<file path="src/rtl/bit_serializer_if.sv">
// Upstream word handshake for bit_serializer: parallel word plus valid/ready.
interface bit_serializer_if #(
    parameter int WIDTH = 8
);
    logic [WIDTH-1:0] in_data;
    logic             in_valid;
    logic             in_ready;

    modport master (output in_data, output in_valid, input in_ready);
    modport slave  (input in_data, input in_valid, output in_ready);
endinterface

</file>
<file path="src/rtl/bit_serializer.sv">
// bit_serializer: parallel-in, serial-out stage, MSB first, gapless chaining
// of back-to-back words. Optional feature macro: SER_PARITY_EN appends one
// even-parity bit after the data bits of every word.
module bit_serializer #(
    parameter int WIDTH = 8
) (
    input  logic                          clk,
    input  logic                          reset,
    bit_serializer_if.slave               up,
    output logic                          x,
    output logic                          x_valid,
    output logic                          busy,
    output logic [$clog2(WIDTH+2)-1:0]    bit_cnt
);
    localparam int CW = $clog2(WIDTH+2);
`ifdef SER_PARITY_EN
    localparam int F = WIDTH + 1;
`else
    localparam int F = WIDTH;
`endif
    localparam logic [CW-1:0] LAST = CW'(F - 1);

    typedef enum logic {IDLE, SHIFT} state_t;

    state_t           state_q, state_d;
    logic [WIDTH-1:0] shift_q, shift_d;
    logic [CW-1:0]    cnt_q, cnt_d;
    logic             x_q, x_d;
    logic             xv_q, xv_d;
    logic             last_bit;
    logic             accept;
    logic             fill;

    // Ready is a decode of registered state only; high on the final bit to allow chaining.
    assign last_bit    = (state_q == SHIFT) && (cnt_q == LAST);
    assign up.in_ready = (state_q == IDLE) || last_bit;
    assign accept      = up.in_valid && up.in_ready;

`ifdef SER_PARITY_EN
    logic parity_q;

    // Parity of the accepted word, fed into the LSB so it reaches the MSB after WIDTH shifts.
    always_ff @(posedge clk or negedge reset) begin
        if (!reset)      parity_q <= 1'b0;
        else if (accept) parity_q <= ^up.in_data;
    end
    assign fill = parity_q;
`else
    assign fill = 1'b0;
`endif

    // Next-state and next-output decode; outputs derived from the next shift value.
    always_comb begin
        state_d = state_q;
        shift_d = shift_q;
        cnt_d   = cnt_q;
        if (accept) begin
            state_d = SHIFT;
            shift_d = up.in_data;
            cnt_d   = '0;
        end else if (state_q == SHIFT) begin
            if (last_bit) begin
                state_d = IDLE;
                shift_d = '0;
                cnt_d   = '0;
            end else begin
                shift_d = {shift_q[WIDTH-2:0], fill};
                cnt_d   = cnt_q + CW'(1);
            end
        end
        xv_d = (state_d == SHIFT);
        x_d  = xv_d ? shift_d[WIDTH-1] : 1'b0;
    end

    // State and registered outputs; reset discards any partial frame.
    always_ff @(posedge clk or negedge reset) begin
        if (!reset) begin
            state_q <= IDLE;
            shift_q <= '0;
            cnt_q   <= '0;
            x_q     <= 1'b0;
            xv_q    <= 1'b0;
        end else begin
            state_q <= state_d;
            shift_q <= shift_d;
            cnt_q   <= cnt_d;
            x_q     <= x_d;
            xv_q    <= xv_d;
        end
    end

    assign x       = x_q;
    assign x_valid = xv_q;
    assign busy    = xv_q;
    assign bit_cnt = cnt_q;
endmodule

</file>
<file path="src/flat_wrapper.sv">
// flat-port wrapper written by rule: the top's interface ports become plain ports
module bit_serializer_flat 
#(
    parameter int WIDTH = 8
)
  (clk, reset, x, x_valid, busy, bit_cnt, up_in_data, up_in_valid, up_in_ready);
  bit_serializer_if #(.WIDTH(WIDTH)) up_i ();
  input  logic clk;
  input  logic reset;
  output logic x;
  output logic x_valid;
  output logic busy;
  output logic [$clog2(WIDTH+2)-1:0] bit_cnt;
  input wire logic [$bits(up_i.in_data)-1:0] up_in_data;
  input wire logic [$bits(up_i.in_valid)-1:0] up_in_valid;
  output wire logic [$bits(up_i.in_ready)-1:0] up_in_ready;
  assign up_i.in_data = up_in_data;
  assign up_i.in_valid = up_in_valid;
  assign up_in_ready = up_i.in_ready;
  bit_serializer #(.WIDTH(WIDTH)) u_core (.clk(clk), .reset(reset), .up(up_i), .x(x), .x_valid(x_valid), .busy(busy), .bit_cnt(bit_cnt));
endmodule
</file>
<file path="config.mk">
export PLATFORM = sky130hd
export DESIGN_NAME = bit_serializer_flat
export DESIGN_NICKNAME = d
export VERILOG_FILES = /design/src/rtl/bit_serializer_if.sv /design/src/rtl/bit_serializer.sv /design/src/flat_wrapper.sv
export SDC_FILE = /design/constraint.sdc
export NUM_CORES = 1
export LEC_CHECK = 0
export BUFFER_PORTS_ARGS = -buffer_cell sky130_fd_sc_hd__buf_2
export CORE_UTILIZATION = 45
export DETAILED_ROUTE_END_ITERATION = 16
export PLACE_DENSITY = 0.71
export SKIP_CTS_REPAIR_TIMING = 1
export SYNTH_ARGS = -nofsm -noshare
export SYNTH_HDL_FRONTEND = slang
export SYNTH_SLANG_ARGS = --single-unit
</file>
<file path="constraint.sdc">
create_clock -name clk -period 1.8 [get_ports clk]
set_input_delay 0.36 -clock clk [delete_from_list [all_inputs] [get_ports clk]]
set_output_delay 0.36 -clock clk [all_outputs]
set_load 0.02 [all_outputs]
</file>
==> results.ini <==
[outcome]
outcome = finished, final reports clean

[timing]
period_minus_slack_ns = 1.73
rsz0062_at_grt = no
setup_violations = 0
fin_crit_sh = 0.960
tightest_slew_ns = 0.361
tns_ns = 0
relSlewSlack = 0.759
slew_viol_final = 0
max_clock_freq_ghz = 0.579
setup_slack_ns = 0.0726
hold_slack_ns = 0.302
fin_skew_ns = 0.0106
hold_viol = 0

[synth]
synth_seq_area_share = 0.484
synth_common_cells = 13 x dfrtp_1, 7 x mux2i_1, 7 x nor2_1, 6 x a221o_1, 5 x nand2_1
synth_flop_cell = dfrtp_1
synth_edf_count = 0
syn_area_um2 = 672
yosysUniqueCellTypes = 21
netlist_instances = 64
synth_warnings = 0
yosys.area.top_type_share = 0.484
syn_avg_cell_area_um2 = 10.5
synth_largest_area_cell = dfrtp_1
syn-num-nets = 76
ys_async_sr_fraction = 1.00
synth-seq-cells = 13
synth.most_common_cell = dfrtp_1
synthTopCellsByArea = dfrtp_1 48%, mux2i_1 10%, a221o_1 8.9%, nor2_1 3.9%, a21oi_1 3.0%

[global_route]
overflow = 0
grt.busiest_layer = met2
grt_util_all_layers = 0.197
grt_pass1_vias = 471
met2_usage = 0.306
grt_max_degree = 18
antenna_found_initial = 0
grt_use_met3 = 0.0978
grt_use_met1 = 0.241
grt_first_pass_wirelength_um = 2010

[place]
dp.cells = 93
io_buffers = 18
dpl-instance-area_um2 = 756
gp_congestion = 0.716
pre_cts_ws_ns = 0.248

[die]
floorplan.initialDensity = 0.498
rows = 13
ios = 19
die_h_um = 40.6
core_um2 = 1350
dieArea_um2 = 1650
die_x_um = 40.6

[detailed_routing]
vias_per_cell = 5.42
routed_wl_um = 1320
num_vias = 542
wire_per_inst_um = 13.2
antenna_left = 0
drt_pass1_iterations = 4
drc = 0
drt_iter0_markers = 12

[critical_path]
crit_path_max_fanout = 6
crit_path_start_kind = flip-flop
cp-end-kind = primary output
cp.required_ns = 1.44
path_class = reg2out
crit_arrival_ns = 1.37

[run]
drv_cap = 0

[finish]
register_area_um2 = 327
stdcell_count = 100
fin_nets = 98
area_delta_synth_final_pct = 22.3
fin_util = 0.609
multi_input_area_um2 = 312
n_fill_cell = 116
design_area_um2 = 822
layout-drive-gt1-share = 0.365
insertedDiodeCount = 0

[clock_tree]
cts_tree = built
cts.root.buffer_cell = clkbuf_4
htreeDepth = 1
clk-insertion-delay-late_ns = 0.28
ctsLongestPathBuffers = 2
cts.sinks = 13
cts_buffers = 3
clkTransAtPathRegs_ns = 0.08

[pwr]
ir_drop_mv = 0.839
power.density_nw_per_um2 = 1590
power_mw = 1.31
leakage_nw = 0.424

[hold_path]
hold_class = in2reg

[power by group]
part | internal (mW) | switching, mW
Combinational | 0.290 | 0.333
Sequential | 0.409 | 0.0988
Clock | 0.0824 | 0.0945
[final timing paths]
check	cells past startpoint	endpoint	slack, ns	start
worst max register to register	5	u_core.shift_q[6]$_DFFE_PN0P_	0.32	u_core.bit_cnt[1]$_DFFE_PN0P_
worst min register to register	1	u_core.shift_q[4]$_DFFE_PN0P_	0.52	u_core.shift_q[3]$_DFFE_PN0P_
worst min-delay path	2	u_core.shift_q[0]$_DFFE_PN0P_	0.30	up_in_data[0]
max in group asynchronous	2	u_core.bit_cnt[0]$_DFFE_PN0P_	1.07	reset
min in group asynchronous	2	u_core.shift_q[4]$_DFFE_PN0P_	0.49	reset
worst max-delay path	5	up_in_ready	0.07	u_core.bit_cnt[0]$_DFFE_PN0P_
[sequential cells by signal, summed over array words and instances, names as in the netlist]
name	flops
u_core.x	1
u_core.state_q	1
u_core.shift_q	7
u_core.bit_cnt	4
[cell families (layout without fill, tap and decap cells)]
family	Yosys count	in the layout	synth area share
fa+ha+maj	1	1	0.0186
buf+inv	9	30	0.0708
mux	7	7	0.104
flops	13	13	0.484
simple gates	20	20	0.168
compound gates	14	14	0.155
[final cells by class]
cell class / instances / area share
Inverter: 4 / 0.0183
Tap cell: 15 / 0.0228
Timing Repair Buffer: 22 / 0.149
Clock inverter: 1 / 0.00609
Sequential cell: 13 / 0.397
Multi-Input combinational cell: 42 / 0.379
Clock buffer: 3 / 0.0274
[layer usage]
layer / share of wire / vias to the layer above
li1: - / 270
met1: 0.43 / 255
met2: 0.51 / 17
met3: 0.055 / 0
met5: 0 / -
met4: 0 / 0
[worst max-delay path: stages (launching register included)]
cell      delay [ns]
dfrtp_2         0.45
ha_4            0.19
nand3b_4        0.09
and2_4          0.17
inv_1           0.04
buf_2           0.15
[cells in the final DEF, fill, tap and decap left out]
| cell | instances |
|---|---|
| a21oi_1 | 4 |
| and2_4 | 1 |
| nand3b_1 | 1 |
| nand3b_4 | 1 |
| nand2_1 | 5 |
| clkbuf_4 | 3 |
| o2bb2ai_1 | 1 |
| dfrtp_1 | 12 |
| nor2_2 | 1 |
| or2_2 | 1 |
| clkinv_2 | 1 |
| nand3_1 | 2 |
| o21ai_0 | 3 |
| buf_4 | 3 |
| nand4b_1 | 1 |
| nor2_1 | 7 |
| mux2i_1 | 7 |
| inv_1 | 4 |
| a221o_1 | 6 |
| dfrtp_2 | 1 |
| buf_2 | 18 |
| dlygate4sd3_1 | 1 |
| ha_4 | 1 |
Note: power is estimated with default switching activity, not from simulation.
